**src/rtl/lif_layer_tdm.sv**
```systemverilog
// Time-multiplexed leaky integrate-and-fire layer: one saturating accumulator walks every neuron.
// Optional build macro MEM_POT_READBACK_EN: mem_addr[31]=1 reads neuron potentials while idle.

module lif_layer_tdm #(
  parameter int unsigned                     WEIGHT_SIZE       = 32,
  parameter int unsigned                     NUM_INPUTS        = 4,
  parameter int unsigned                     NUM_NEURONS       = 4,
  parameter int unsigned                     RECURRENT         = 1,
  parameter logic signed [2*WEIGHT_SIZE-1:0] THRESH            = 15,
  parameter logic signed [2*WEIGHT_SIZE-1:0] RESET             = 0,
  parameter int unsigned                     REFRAC            = 5,
  parameter int unsigned                     LEAK_SHIFT        = 4,
  parameter int unsigned                     ADDR_WIDTH        = 32,
  parameter int unsigned                     WEIGHT_ADDR_WIDTH = 10
) (
  input  logic                   clk,
  input  logic                   rst,
  input  logic                   step,
  input  logic [NUM_INPUTS-1:0]  spike_in,
  output logic [NUM_NEURONS-1:0] spike_out,
  output logic                   busy,
  output logic                   done,
  input  logic [ADDR_WIDTH-1:0]  mem_addr,
  input  logic [WEIGHT_SIZE-1:0] mem_din,
  input  logic                   mem_wen,
  output logic [WEIGHT_SIZE-1:0] mem_dout
);

  localparam int unsigned PotW  = 2 * WEIGHT_SIZE;
  localparam int unsigned L     = NUM_INPUTS + ((RECURRENT != 0) ? NUM_NEURONS : 0);
  localparam int unsigned Depth = NUM_NEURONS * L;
  localparam int unsigned NeurW = (NUM_NEURONS > 1) ? $clog2(NUM_NEURONS) : 1;
  localparam int unsigned InW   = (L > 1) ? $clog2(L) : 1;
  localparam int unsigned IdxW  = (Depth > 1) ? $clog2(Depth) : 1;
  localparam int unsigned RefW  = (REFRAC > 0) ? $clog2(REFRAC + 1) : 1;
  localparam int unsigned NSelW = ADDR_WIDTH - 1 - WEIGHT_ADDR_WIDTH;

  localparam logic signed [PotW-1:0] PotMax = {1'b0, {(PotW-1){1'b1}}};
  localparam logic signed [PotW-1:0] PotMin = {1'b1, {(PotW-1){1'b0}}};

  typedef enum logic [2:0] {StIdle, StLeak, StAccum, StFire, StDone} state_e;

  state_e                   state_q, state_d;
  logic [NeurW-1:0]         neur_q, neur_d;
  logic [InW-1:0]           inp_q, inp_d, rd_idx;
  logic [L-1:0]             in_vec_q, in_vec_d, lat_vec;
  logic signed [PotW-1:0]   acc_q, acc_d, v_cur, sat_sum;
  logic signed [PotW:0]     sum_wide;
  logic [WEIGHT_SIZE-1:0]   w_rd_q;
  logic [NUM_NEURONS-1:0]   spk_new_q, spk_new_d, spike_out_q, spike_out_d;
  logic                     done_q, done_d;
  logic [WEIGHT_SIZE-1:0]   mem_dout_q, mem_dout_d;
  logic signed [PotW-1:0]   v_q [NUM_NEURONS];
  logic signed [PotW-1:0]   v_d [NUM_NEURONS];
  logic [RefW-1:0]          ref_q [NUM_NEURONS];
  logic [RefW-1:0]          ref_d [NUM_NEURONS];
  logic                     refractory;
  logic [IdxW-1:0]          dp_flat;
  logic [WEIGHT_SIZE-1:0]   wmem_q [Depth];

  // Host address decode
  logic                         addr_msb, neur_ok, addr_hit;
  logic [NSelW-1:0]             addr_neur;
  logic [WEIGHT_ADDR_WIDTH-1:0] addr_in;
  logic [IdxW-1:0]              addr_flat;

  assign addr_msb  = mem_addr[ADDR_WIDTH-1];
  assign addr_neur = mem_addr[ADDR_WIDTH-2:WEIGHT_ADDR_WIDTH];
  assign addr_in   = mem_addr[WEIGHT_ADDR_WIDTH-1:0];
  assign neur_ok   = addr_neur < NSelW'(NUM_NEURONS);
  assign addr_hit  = !addr_msb && neur_ok && (addr_in < WEIGHT_ADDR_WIDTH'(L));
  assign addr_flat = IdxW'(NeurW'(addr_neur)) * IdxW'(L) + IdxW'(addr_in);

  // Feedback bits sit above the external inputs in the latched vector
  if (RECURRENT != 0) begin : g_rec
    assign lat_vec = {spike_out_q, spike_in};
  end else begin : g_norec
    assign lat_vec = spike_in;
  end

  assign v_cur      = v_q[neur_q];
  assign refractory = ref_q[neur_q] != '0;

  assign sum_wide = {acc_q[PotW-1], acc_q} +
                    {{(WEIGHT_SIZE+1){w_rd_q[WEIGHT_SIZE-1]}}, w_rd_q};
  assign sat_sum  = (sum_wide[PotW] != sum_wide[PotW-1]) ?
                    (sum_wide[PotW] ? PotMin : PotMax) : sum_wide[PotW-1:0];

  // Weight for input k+1 is fetched while input k is being accumulated
  assign rd_idx  = (state_q == StAccum && inp_q != InW'(L - 1)) ? inp_q + InW'(1) : '0;
  assign dp_flat = IdxW'(neur_q) * IdxW'(L) + IdxW'(rd_idx);

  always_comb begin
    state_d     = state_q;
    neur_d      = neur_q;
    inp_d       = inp_q;
    in_vec_d    = in_vec_q;
    acc_d       = acc_q;
    spk_new_d   = spk_new_q;
    spike_out_d = spike_out_q;
    done_d      = 1'b0;
    v_d         = v_q;
    ref_d       = ref_q;

    unique case (state_q)
      StIdle: begin
        if (step) begin
          in_vec_d = lat_vec;
          neur_d   = '0;
          state_d  = StLeak;
        end
      end
      StLeak: begin
        inp_d = '0;
        acc_d = v_cur;
        if (!refractory && LEAK_SHIFT != 0) acc_d = v_cur - (v_cur >>> LEAK_SHIFT);
        state_d = StAccum;
      end
      StAccum: begin
        // Refractory neurons still spend L cycles here so latency stays fixed
        if (!refractory && in_vec_q[inp_q]) acc_d = sat_sum;
        if (inp_q == InW'(L - 1)) begin
          state_d = StFire;
        end else begin
          inp_d = inp_q + InW'(1);
        end
      end
      StFire: begin
        if (refractory) begin
          ref_d[neur_q]     = ref_q[neur_q] - RefW'(1);
          v_d[neur_q]       = RESET;
          spk_new_d[neur_q] = 1'b0;
        end else if (acc_q >= THRESH) begin
          ref_d[neur_q]     = RefW'(REFRAC);
          v_d[neur_q]       = RESET;
          spk_new_d[neur_q] = 1'b1;
        end else begin
          v_d[neur_q]       = acc_q;
          spk_new_d[neur_q] = 1'b0;
        end
        if (neur_q == NeurW'(NUM_NEURONS - 1)) begin
          state_d = StDone;
        end else begin
          neur_d  = neur_q + NeurW'(1);
          state_d = StLeak;
        end
      end
      StDone: begin
        spike_out_d = spk_new_q;
        done_d      = 1'b1;
        state_d     = StIdle;
      end
      default: state_d = StIdle;
    endcase
  end

  always_comb begin
    mem_dout_d = mem_dout_q;
    if (state_q == StIdle) begin
      mem_dout_d = '0;
      if (addr_hit) begin
        mem_dout_d = wmem_q[addr_flat];
      end
`ifdef MEM_POT_READBACK_EN
      else if (addr_msb && neur_ok) begin
        mem_dout_d = v_q[NeurW'(addr_neur)][WEIGHT_SIZE-1:0];
      end
`endif
    end
  end

  always_ff @(posedge clk or negedge rst) begin
    if (!rst) begin
      state_q     <= StIdle;
      neur_q      <= '0;
      inp_q       <= '0;
      in_vec_q    <= '0;
      acc_q       <= '0;
      spk_new_q   <= '0;
      spike_out_q <= '0;
      done_q      <= 1'b0;
      mem_dout_q  <= '0;
      v_q         <= '{default: RESET};
      ref_q       <= '{default: '0};
    end else begin
      state_q     <= state_d;
      neur_q      <= neur_d;
      inp_q       <= inp_d;
      in_vec_q    <= in_vec_d;
      acc_q       <= acc_d;
      spk_new_q   <= spk_new_d;
      spike_out_q <= spike_out_d;
      done_q      <= done_d;
      mem_dout_q  <= mem_dout_d;
      v_q         <= v_d;
      ref_q       <= ref_d;
    end
  end

  // Weight RAM keeps its contents across reset
  always_ff @(posedge clk) begin
    if (mem_wen && state_q == StIdle && addr_hit) wmem_q[addr_flat] <= mem_din;
    w_rd_q <= wmem_q[dp_flat];
  end

  assign spike_out = spike_out_q;
  assign busy      = state_q != StIdle;
  assign done      = done_q;
  assign mem_dout  = mem_dout_q;

endmodule

```
**config.mk**
```make
export PLATFORM = sky130hd
export DESIGN_NAME = lif_layer_tdm
export DESIGN_NICKNAME = d
export VERILOG_FILES = /design/src/rtl/lif_layer_tdm.sv
export SDC_FILE = /design/constraint.sdc
export NUM_CORES = 2
export LEC_CHECK = 0
export CAP_MARGIN = 40
export CORE_AREA = 2 2 431 433
export DETAILED_ROUTE_END_ITERATION = 8
export DIE_AREA = 0 0 433 435
export MAX_ROUTING_LAYER = met4
export PLACE_DENSITY = 0.59
export REMOVE_ABC_BUFFERS = 1
export SETUP_SLACK_MARGIN = 0.05
export SYNTH_ARGS = -nofsm -noshare
export SYNTH_HDL_FRONTEND = slang
export SYNTH_SLANG_ARGS = --single-unit
```
**constraint.sdc**
```tcl
create_clock -name clk -period 6.45 [get_ports clk]
set_input_delay 1.29 -clock clk [delete_from_list [all_inputs] [get_ports clk]]
set_output_delay 1.29 -clock clk [all_outputs]
set_load 0.02 [all_outputs]
```
==> summary.txt <==
Clocking
  • Post-CTS Setup Inserts: 0
  • CTS Hold Bufs: 0
  • Clock buffer count from CTS: 152
  • Clock Latency Late Sink: slightly above 0.8 ns
  • Longest Clk Path Bufs: 3
  • Htree depth: 4
  • Root buf cell: clkbuf_16
  • Post-CTS Resized: 0
  • CTS tree: yes
  • Reg clk slew, reported paths: around 0.060 ns
  • TritonCTS Sinks: ~1400

Status
  • Outcome: completed

Power and ir drop
  • Sw Pwr: ~18 mW
  • Combinational share of power: roughly half
  • Int Power: between 20 and 25 mW
  • Leak pwr: about 29 nW
  • Overall power: 42.1 mW
  • Peak VDD IR: between 400 and 500 µV
  • Share of total power in the clock network: a little over a fifth
  • Sequential Power Share: between 20% and 30%
  • Sw Ratio: a little over two fifths
  • PwrDens: between 500 and 600 mW/mm²

Placement
  • Area after DPL: 0.0779 mm²
  • Global placement routability congestion: between 0.9 and 1
  • Port bufs: between 100 and 150
  • DP Wirelength: approximately 150000 µm

STA
  • Slew @ Worst Pin: between 0.9 and 1 ns
  • Final min period: 5.28 ns
  • Final-report max-slew violation count: 0
  • Hold Vio Cnt, Final: 0
  • Post-Route Skew: between 0.04 and 0.05 ns
  • FMAX: about 0.19 GHz
  • Relative slew slack: 37.8%
  • Endpoints failing setup: 0
  • Final period utilization: between 80% and 90%
  • RSZ-0062 raised after global routing: false

Critical path
  • Largest delay contributor family on the critical path: compound AO/OA/AOI/OAI gates
  • Arrival @ worst endpoint: roughly 6.0 ns
  • Slowest cell on crit path: dfrtp_4
  • Critical path type: register to register
  • CP required: ~7 ns
  • Most frequent CP cell: a21oi_1
  • Bufs and invs on worst path: 1
  • Crit-path cells: mux4_2 > ha_1 > a21oi_1 > a21boi_0 > a311oi_1 > a31oi_1 > buf_4 > a21oi_1 > o31a_1 > o31ai_1 > a221oi_1 > mux2i_1 > a21oi_1 > a21oi_1
  • Slowest stage delay, CP: about 0.92 ns
  • Worst setup SP type: register
  • Critical-path maximum fanout: 34
  • CP Capture Type: register

Cells and area
  • Multi-input gate area: 0.0304 mm²
  • Nets: 5722
  • Register area: about 0.04 mm²
  • Final Util: between 40% and 50%
  • Most common cell after layout, fill and taps aside: edfxtp_1
  • Layout cell share with drive strength beyond 1: around 17%
  • Most frequent cells in the layout: 1024 x edfxtp_1, 714 x nand2_1, 487 x mux4_2
  • Post-route cell area: approximately 0.083 mm²
  • Area delta synth->final: 13.4%
  • FILL cells: approximately 16000

Yosys
  • EDFF count, synth: ~1000
  • Seq cells post-synth: about 1400
  • Syn_area_per_cell: between 10 and 15 µm²
  • Sequential share of the synthesized area: 56.2%
  • Cell area after synthesis: between 0.07 and 0.08 mm²
  • Synth warnings: 0
  • Synth unique cells: 83
  • Synth async-reset ratio: 26.9%
  • Synth Instances: around 5500
  • Ys flop type: edfxtp_1

Job
  • # Max-Cap Violations: 0

GRT
  • Antenna violations before repair: 15
  • First-pass GRT wire length: 339000 µm
  • Largest net degree at the start of global routing: 138
  • Total track usage: between 20% and 30%
  • Vias in the first global route: around 50000
  • Grt ovf: 0

Route
  • Wirelength, routed: around 230000 µm
  • Post-route ant nets: 0
  • Vias per inst: just over 6
  • Residual DRC: 0
  • Vias: 50300
  • Drt first pass iters: 6
  • DRT iter0 DRCs: ~5700
  • Mean routed wirelength per cell: around 28 µm

Floorplanning
  • Die X: ~430 µm
  • DIE HEIGHT: between 400 and 500 µm
  • Top-Level Pins: 110
  • Cell Rows: around 160
  • Core area: 0.184 mm²
  • Starting density of the core: between 30 and 40%
  • Die area: 0.188 mm²

Hold path
  • Hold crit path type: register to register
power by group through the flow:
stage	Combinational (mW)	Clock, mW	Sequential [mW]
floorplan	15.1	0	11.6
global placement	20.8	0	11.9
detailed placement	20.8	0	11.9
CTS	21.0	9.16	11.8
global route	23.0	9.53	11.8
finish	21.3	9.02	11.7
per-stage QoR:
step / setup slack [ns] / cells / hold WS, ns / setup TNS, ns
floorplan: -22.23 / 5080 / 0.444 / -1956.48
global placement: 1.13 / 7819 / 0.456 / 0
detailed placement: 1.12 / 7838 / 0.466 / 0
CTS: 1.22 / 8113 / 0.479 / 0
global route: 0.850 / 8117 / 0.494 / 0
finish: 1.17 / 8120 / 0.472 / 0
synth_stat cells, types with 54 or more instances:
master / number / area, µm²
edfxtp_1: 1024 / 30700
nand2_1: 720 / 2700
mux4_2: 487 / 11000
o21ai_0: 416 / 2080
dfrtp_1: 389 / 9730
clkbuf_1: 320 / 1200
a21oi_1: 249 / 1250
mux2i_1: 209 / 2090
nor2_1: 196 / 736
ha_1: 136 / 1700
a21o_1: 128 / 961
a221oi_1: 101 / 885
inv_1: 96 / 360
a211oi_1: 95 / 713
a32oi_1: 65 / 569
xnor2_1: 63 / 552
o22ai_1: 55 / 344
nor3_1: 54 / 270
path summary, 6_finish.rpt:
kind	slack, ns	depth (start not counted)	start	to
worst min-delay path	0.47	2	v_q[188]$_DFFE_PN0P_	v_q[188]$_DFFE_PN0P_
worst min register to register	0.47	2	v_q[188]$_DFFE_PN0P_	v_q[188]$_DFFE_PN0P_
max in group asynchronous	4.73	2	rst	v_q[211]$_DFFE_PN0P_
worst max register to register	1.17	14	neur_q[0]$_DFFE_PN0P_	acc_q[62]$_DFFE_PN0P_
worst max-delay path	1.17	14	neur_q[0]$_DFFE_PN0P_	acc_q[62]$_DFFE_PN0P_
min in group asynchronous	0.49	1	rst	v_q[117]$_DFFE_PN0P_
area by class of cell:
type / count / area share, %
multi-input combinational: 3539 / 36.6
clock inverter: 84 / 1.18
antenna: 7 / 0.0211
inverter: 96 / 0.434
timing repair buffer: 278 / 3.48
tap: 2480 / 3.74
clock buffer: 191 / 4.95
sequential: 1445 / 49.6
cells by family (layout without fill, tap and decap cells):
logic type / after synthesis / count (layout) / synth area share, %
DFF: 1445 / 1445 / 56.2
AOI/OAI and AO/OA: 1351 / 1351 / 11.9
and+or+nand+nor: 1221 / 1221 / 7.22
muxes: 715 / 715 / 18.1
buffers and inverters: 518 / 649 / 2.79
adders and majority gates: 138 / 138 / 2.38
xor gates and xnor gates: 114 / 114 / 1.36
other: 0 / 7 / 0
per-layer routing:
| metal | track usage (%) | routed length, µm | share of wire, % | up-vias |
|---|---|---|---|---|
| li1 | - | - | - | 21600 |
| met1 | 32.3 | 91800 | 40 | 25900 |
| met2 | 39.1 | 111000 | 48 | 2457 |
| met3 | 4.92 | 19300 | 8.4 | 421 |
| met4 | 7.86 | 7530 | 3.3 | 0 |
| met5 | - | 0 | 0 | - |
tightest hold or removal path: cells and delay by family (launching register included):
kind             cells  cell delay [ns]
AND/OR/NAND/NOR      1             0.04
AO/OA/AOI/OAI        1             0.06
flip-flops           1             0.33
state kept, by name, indices dropped and copies added, names as in the netlist, named ones only:
signal	count
state_q	3
mem_dout	32
ref_q	12
inp_q	3
wmem_q	1024
neur_q	2
acc_q	64
w_rd_q	32
done	1
in_vec_q	8
spike_out	4
v_q	256
Power figures use the tool's default switching activity.
